File: src/rtl/ysyx_22050612_lsu_pkg.sv
// Shared LSU definitions: size encodings, FSM states and the per-request beat plan.
// The beat plan positions store bytes across two doubleword lanes and flags straddling accesses.
package ysyx_22050612_lsu_pkg;

    localparam logic [1:0] SZ_B = 2'd0;
    localparam logic [1:0] SZ_H = 2'd1;
    localparam logic [1:0] SZ_W = 2'd2;
    localparam logic [1:0] SZ_D = 2'd3;

    typedef enum logic [2:0] {
        ST_IDLE,
        ST_REQ0,
        ST_WAIT0,
        ST_REQ1,
        ST_WAIT1,
        ST_RESP
    } state_t;

    typedef struct packed {
        logic [15:0]  mask16;
        logic [127:0] data128;
        logic         split;
    } plan_t;

    function automatic plan_t beat_plan(input logic [2:0]  off,
                                        input logic [1:0]  size,
                                        input logic [63:0] wdata);
        plan_t       p;
        logic [7:0]  m8;
        logic [63:0] bm;
        case (size)
            SZ_B:    m8 = 8'h01;
            SZ_H:    m8 = 8'h03;
            SZ_W:    m8 = 8'h0F;
            default: m8 = 8'hFF;
        endcase
        for (int i = 0; i < 8; i++) begin
            bm[8*i +: 8] = {8{m8[i]}};
        end
        p.mask16  = {8'h00, m8} << off;
        p.data128 = {64'h0, wdata & bm} << {off, 3'b000};
        p.split   = |p.mask16[15:8];
        return p;
    endfunction

endpackage

File: src/rtl/ysyx_22050612_lsu_align.sv
// Combinational load extractor: shifts the two-beat read window down by the byte offset,
// truncates to the access size and sign- or zero-extends.
module ysyx_22050612_lsu_align
    import ysyx_22050612_lsu_pkg::*;
(
    input  logic [127:0] i_data,
    input  logic [2:0]   i_off,
    input  logic [1:0]   i_size,
    input  logic         i_unsigned,
    output logic [63:0]  o_result
);

    logic [63:0] w_sh;

    assign w_sh = 64'(i_data >> {i_off, 3'b000});

    always_comb begin
        o_result = w_sh;
        case (i_size)
            SZ_B: o_result = i_unsigned ? {56'h0, w_sh[7:0]}  : {{56{w_sh[7]}},  w_sh[7:0]};
            SZ_H: o_result = i_unsigned ? {48'h0, w_sh[15:0]} : {{48{w_sh[15]}}, w_sh[15:0]};
            SZ_W: o_result = i_unsigned ? {32'h0, w_sh[31:0]} : {{32{w_sh[31]}}, w_sh[31:0]};
            default: o_result = w_sh;
        endcase
    end

endmodule

File: src/rtl/ysyx_22050612_lsu.sv
// Load/store unit: one request per handshake, split into one or two aligned 64-bit bus beats.
// Unsplit access completes in 4 cycles and a split one in 6 with an immediate bus; bus stalls hold outputs stable.
module ysyx_22050612_lsu
    import ysyx_22050612_lsu_pkg::*;
#(
    parameter int XLEN = 64
) (
    input  logic            clk,
    input  logic            rst_n,
    input  logic            req_valid,
    output logic            req_ready,
    input  logic            req_wen,
    input  logic [1:0]      req_size,
    input  logic            req_unsigned,
    input  logic [XLEN-1:0] req_addr,
    input  logic [XLEN-1:0] req_wdata,
    output logic            resp_valid,
    output logic [XLEN-1:0] resp_rdata,
    output logic            mem_req_valid,
    input  logic            mem_req_ready,
    output logic [XLEN-1:0] mem_addr,
    output logic            mem_wen,
    output logic [XLEN-1:0] mem_wdata,
    output logic [7:0]      mem_wmask,
    input  logic            mem_resp_valid,
    input  logic [XLEN-1:0] mem_rdata
);

    state_t        r_state;
    state_t        w_next;
    logic          r_wen;
    logic [1:0]    r_size;
    logic          r_unsigned;
    logic [63:0]   r_addr;
    logic [15:0]   r_mask;
    logic [127:0]  r_data;
    logic          r_split;
    logic [63:0]   r_lo;
    logic [63:0]   r_hi;
    plan_t         w_plan;
    logic [63:0]   w_load;
    logic [63:0]   w_base;
    logic          w_beat1;

    assign w_plan  = beat_plan(req_addr[2:0], req_size, req_wdata);
    assign w_base  = {r_addr[63:3], 3'b000};
    assign w_beat1 = (r_state == ST_REQ1);

    always_comb begin
        w_next = r_state;
        case (r_state)
            ST_IDLE:  if (req_valid)      w_next = ST_REQ0;
            ST_REQ0:  if (mem_req_ready)  w_next = ST_WAIT0;
            ST_WAIT0: if (mem_resp_valid) w_next = r_split ? ST_REQ1 : ST_RESP;
            ST_REQ1:  if (mem_req_ready)  w_next = ST_WAIT1;
            ST_WAIT1: if (mem_resp_valid) w_next = ST_RESP;
            ST_RESP:                      w_next = ST_IDLE;
            default:                      w_next = ST_IDLE;
        endcase
    end

    always_ff @(posedge clk or negedge rst_n) begin
        if (!rst_n) begin
            r_state    <= ST_IDLE;
            r_wen      <= 1'b0;
            r_size     <= SZ_B;
            r_unsigned <= 1'b0;
            r_addr     <= '0;
            r_mask     <= '0;
            r_data     <= '0;
            r_split    <= 1'b0;
            r_lo       <= '0;
            r_hi       <= '0;
        end else begin
            r_state <= w_next;
            if (r_state == ST_IDLE && req_valid) begin
                r_wen      <= req_wen;
                r_size     <= req_size;
                r_unsigned <= req_unsigned;
                r_addr     <= req_addr;
                // Loads keep mask/data at zero so the bus sees no write strobes.
                r_mask     <= req_wen ? w_plan.mask16  : 16'h0;
                r_data     <= req_wen ? w_plan.data128 : 128'h0;
                r_split    <= w_plan.split;
                r_lo       <= '0;
                r_hi       <= '0;
            end
            if (r_state == ST_WAIT0 && mem_resp_valid) r_lo <= mem_rdata;
            if (r_state == ST_WAIT1 && mem_resp_valid) r_hi <= mem_rdata;
        end
    end

    ysyx_22050612_lsu_align u_align (
        .i_data     ({r_hi, r_lo}),
        .i_off      (r_addr[2:0]),
        .i_size     (r_size),
        .i_unsigned (r_unsigned),
        .o_result   (w_load)
    );

    always_comb begin
        req_ready     = (r_state == ST_IDLE);
        resp_valid    = (r_state == ST_RESP);
        resp_rdata    = (r_state == ST_RESP && !r_wen) ? w_load : '0;
        mem_req_valid = (r_state == ST_REQ0) || w_beat1;
        mem_addr      = '0;
        mem_wen       = 1'b0;
        mem_wdata     = '0;
        mem_wmask     = '0;
        if (mem_req_valid) begin
            mem_addr  = w_beat1 ? (w_base + 64'd8) : w_base;
            mem_wen   = r_wen;
            mem_wdata = w_beat1 ? r_data[127:64] : r_data[63:0];
            mem_wmask = w_beat1 ? r_mask[15:8]   : r_mask[7:0];
        end
    end

endmodule
File: config.mk
export PLATFORM = sky130hd
export DESIGN_NAME = ysyx_22050612_lsu
export DESIGN_NICKNAME = d
export VERILOG_FILES = /design/src/rtl/ysyx_22050612_lsu_pkg.sv /design/src/rtl/ysyx_22050612_lsu_align.sv /design/src/rtl/ysyx_22050612_lsu.sv
export SDC_FILE = /design/constraint.sdc
export NUM_CORES = 1
export LEC_CHECK = 0
export BUFFER_PORTS_ARGS = -buffer_cell sky130_fd_sc_hd__buf_2
export CAP_MARGIN = 20
export CORE_MARGIN = 4
export CORE_UTILIZATION = 32
export CTS_BUF_LIST = sky130_fd_sc_hd__clkbuf_8 sky130_fd_sc_hd__clkbuf_16
export DETAILED_ROUTE_END_ITERATION = 7
export GPL_TIMING_DRIVEN = 0
export SYNTH_ARGS = -nofsm -noshare
export SYNTH_HDL_FRONTEND = slang
export SYNTH_HIERARCHICAL = 1
export SYNTH_SLANG_ARGS = --single-unit
File: constraint.sdc
create_clock -name clk -period 3.15 [get_ports clk]
set_input_delay 0.63 -clock clk [delete_from_list [all_inputs] [get_ports clk]]
set_output_delay 0.63 -clock clk [all_outputs]
set_load 0.05 [all_outputs]
* After elaboration in Yosys (flattened, before gate mapping)
Cells that the tools add are included.
Cells by class: shifts and indexed selects 3, reductions and logical operators 13, order comparisons 0, multiply operators 0, divide/modulo/power cells 0, add/sub/neg operators 1, eq/ne operators 14, muxes and demuxes 25, bitwise gates (word level) 1
Operators with widths (count):
- $mux W64 | 11
- $pmux W64 S3 | 1
- $mux W128 | 1
- $shl A64 B6 Y128 | 1
- $shr A128 B6 Y64 | 1
- $add A64 B4 Y64 const B | 1
- $and A64 B64 Y64 | 1
- $pmux W8 S3 | 1
- $mux W3 | 6
- $mux W16 | 1
- $mux W8 | 2
- $shl A8 B3 Y16 | 1
- $pmux W3 S5 | 1
- $ne A2 B2 Y1 const B | 5
- $reduce_or A8 Y1 | 1
- $eq A3 B2 Y1 const B | 2
- $eq A3 B3 Y1 const B | 2
- $reduce_and A5 Y1 | 1
- $eq A2 B1 Y1 const B | 2
- $eq A2 B2 Y1 const B | 2
- $logic_and A1 B1 Y1 | 4
- $logic_not A2 Y1 | 2
- $reduce_bool A2 Y1 | 2
- $eq A3 B1 Y1 const B | 1
- 4 further kinds | 4
Storage, ports and cells: word-level logic and storage cells 67, output and inout port bits 204, memories kept 0, bits in latches 0, bits in writable memories 0, ROM bits 0, bits of input ports 201, flip-flop bits (word level) 344

* Depth between registers and ports, before layout
depth after elaboration 5, gate-level depth with buffers 9, mapped depth without buffers 6

* Hierarchy
Netlist, hierarchy kept.
Modules (own cells, without submodules):
- ysyx_22050612_lsu | area each 17042.6 µm², times used 1, cells an instance 1783
- ysyx_22050612_lsu_align | area each 3573.4 µm², times used 1, cells an instance 302

* Worst setup path after synthesis
No wires, ideal clock.
kind reg2out, start point register r_state[2], end point output port resp_rdata[10], buffers on the path 3, cell stages (with the launch flop) 8, arrival time 3.055 ns, path slack -0.535 ns, required time 2.520 ns, cells stage by stage dfrtp_1 -> clkbuf_1 -> inv_1 -> nor3b_1 -> nor2b_1 -> clkbuf_1 -> clkbuf_1 -> and2_1
On the way: longest elaborated chain between the ends 3
Ends and longest elaborated chain:
- start: declaration | RTL line ysyx_22050612_lsu.sv:29 | state_t r_state;
- start signal: assignment | RTL line ysyx_22050612_lsu.sv:75 | r_state <= w_next;
- $eq A3 B3 Y1
- via resp_valid | RTL line ysyx_22050612_lsu.sv:17 | output logic resp_valid,
- $logic_and A1 B1 Y1 | RTL line ysyx_22050612_lsu.sv:104 | resp_rdata = (r_state == ST_RESP && !r_wen) ? w_load : '0;
- $mux W64 | RTL line ysyx_22050612_lsu.sv:104
- end: declaration | RTL line ysyx_22050612_lsu.sv:18 | output logic [XLEN-1:0] resp_rdata,
The timed path passes the listed nets, and every way through them passes these cells.

* Final worst setup path
start point register r_addr[49], end point output port mem_addr[61]
On the way: longest elaborated chain between the ends 3
Ends and longest elaborated chain:
- start: declaration | RTL line ysyx_22050612_lsu.sv:34 | logic [63:0] r_addr;
- start signal: assignment | RTL line ysyx_22050612_lsu.sv:80 | r_addr <= req_addr;
- $add A64 B4 Y64 | RTL line ysyx_22050612_lsu.sv:111 | mem_addr = w_beat1 ? (w_base + 64'd8) : w_base;
- $mux W64 | RTL line ysyx_22050612_lsu.sv:111
- $mux W64 | RTL line ysyx_22050612_lsu.sv:110 | if (mem_req_valid) begin
- end: declaration | RTL line ysyx_22050612_lsu.sv:21 | output logic [XLEN-1:0] mem_addr,
No other way between the ends.

==> results.json <==
{
  "grt_pass1_wl_mm": 141,
  "first_pass_iters": 5,
  "hold_slack_ps": 265,
  "nets": 2847,
  "die_w_microns": 260,
  "drc": 0,
  "cp_max_fo": 5,
  "min_period_ps": 3580,
  "synth.cell_area_sq_um": 20300,
  "numCtsBuffers": 39,
  "status": "complete, but fails checks",
  "dieArea_sq_um": 67700,
  "dpl_cell_area_sq_um": 23600,
  "p_leak_nw": 13.1,
  "vdd_drop_max_mv": 0.391,
  "final_common_cell": "dfrtp_1",
  "clk_path_buf_depth": 3,
  "tightest_slew_ps": 1170,
  "critPathLaunchType": "flop",
  "rsz0062_at_grt": "yes",
  "grt_pass1_vias": 21156,
  "core_sq_um": 63000,
  "final.setup_skew_ps": 21.5,
  "power.density_nw_per_um2": 946,
  "synthCells": 2069,
  "clk_pin_slew_ps": 60,
  "overflow": 0,
  "maxSlewHeadroom_pct": 21.2,
  "grt.total_usage_pct": 27.7,
  "drt_iter0_markers": 1818,
  "drt.antenna.violating_nets": 0,
  "rows": 92,
  "seq_area_sq_um": 8200,
  "arrival_ps": 2950,
  "die_y_microns": 260,
  "syn_to_final_growth_pct": 40.7,
  "report.final.slew_viol_count": 0,
  "hp-class": "input pin to flop",
  "timing.final.ws_setup_ps": -430,
  "synth_warnings": 6,
  "hold_viol": 0,
  "crit_required_ps": 2520,
  "totalWireLength_mm": 97.6,
  "clock.fmax_mhz": 279,
  "drv_cap": 0,
  "root_buffer": "clkbuf_16",
  "io_buffers": 401,
  "pre_cts_slack_ps": -676,
  "tns_ps": -17410,
  "io_pins": 405,
  "h-tree-depth": 2,
  "endpoint_kind": "output port",
  "violations": "setup timing",
  "avgSynthCellArea_sq_um": 9.83,
  "num_vias": 20759,
  "dp_hpwl_mm": 73.4,
  "gp_congestion": 1.03,
  "grt_max_degree": 119,
  "viasPerCell": 5.90,
  "design_area_sq_um": 28600,
  "setup_violations": 92,
  "antenna_found_initial": 8,
  "clock_sinks": 327,
  "nFillCells": 5914,
  "start_util_pct": 32.3,
  "crit_type": "flop to output port",
  "final_cell_mix": "315 x dfrtp_1, 307 x nand2_1, 278 x buf_2",
  "avgRoutedWirePerCell_microns": 27.8,
  "period_share_pct": 114,
  "layout-drive-gt1-share_pct": 38.3,
  "cts_tree": "yes",
  "multiInputGateArea_sq_um": 12400,
  "clock_latency_ps": 560
}
==> worst paths after layout <==
| check | startpoint | endpoint | slack (ps) | cells after the start |
|---|---|---|---|---|
| hold reg to reg | r_data[43]$_DFFE_PN0P_ | r_data[43]$_DFFE_PN0P_ | 470 | 2 |
| min in group asynchronous | rst_n | r_data[26]$_DFFE_PN0P_ | 470 | 2 |
| setup reg to reg | r_state[2]$_DFFE_PN0P_ | r_data[115]$_DFFE_PN0P_ | 180 | 6 |
| hold / removal | req_addr[28] | r_addr[28]$_DFFE_PN0P_ | 270 | 3 |
| max in group asynchronous | rst_n | r_addr[12]$_DFFE_PN0P_ | 1240 | 4 |
| setup / recovery | r_addr[49]$_DFFE_PN0P_ | mem_addr[61] | -430 | 6 |
==> where the power goes <==
part	internal (mW)	leakage (nW)	total [mW]	switching, mW
registers	5.73	4.34	7.73	2.00
logic	6.50	8.11	15.1	8.57
clock network	2.48	0.607	4.28	1.80
total	14.7	13.1	27.1	12.4
==> cell type report <==
| type | count | share of cell area (%) |
|---|---|---|
| inverter | 14 | 0.197 |
| buffer | 189 | 4.55 |
| multi-input combinational | 1536 | 43.3 |
| clock buffer | 46 | 3.75 |
| timing repair buffer | 538 | 15.5 |
| antenna | 5 | 0.0437 |
| clock inverter | 15 | 0.341 |
| tap | 846 | 3.70 |
| sequential | 327 | 28.6 |
==> per-stage QoR <==
stage / instances / power, mW / util, %
after CTS: 3488 / 26.3 / 44.3
after floorplan: 2071 / 15.2 / -
after global placement: 3318 / 19.2 / 37.3
after detailed placement: 3324 / 19.3 / 37.5
final: 3516 / 27.1 / 45.5
after global routing: 3514 / 28.2 / 45.5
==> repair_timing <==
item,in CTS,in global routing
setup buffers,88,33
hold endpoints to repair,12,0
pin swaps,79,112
setup endpoints to repair,223,159
hold buffers,1,0
gates resized for setup,602,185
cloned,18,1
==> routing by layer <==
| metal | up-vias | part of all wire, % | GRT usage [%] |
|---|---|---|---|
| met2 | 1242 | 48 | 46.4 |
| met1 | 10418 | 39 | 35.0 |
| met4 | 2 | 4.8 | 11.1 |
| met5 | - | 0.013 | 0 |
| met3 | 259 | 8.6 | 5.74 |
| li1 | 8838 | - | - |
==> worst max-delay path, cell delays in order, from the launching register on <==
cell	delay [ps]
dfrtp_1	460
nand3_1	180
or4_1	590
or4_4	490
or3_4	360
a21oi_4	140
buf_8	160
==> flip-flops by register name (all words and copies together), names as in the netlist <==
register and cells:
r_addr 64, r_data 120, r_hi 56, r_lo 64, r_mask 15, r_size 2
r_split 1, r_state 3, r_unsigned 1, r_wen 1
(Power assumes the default switching activity.)
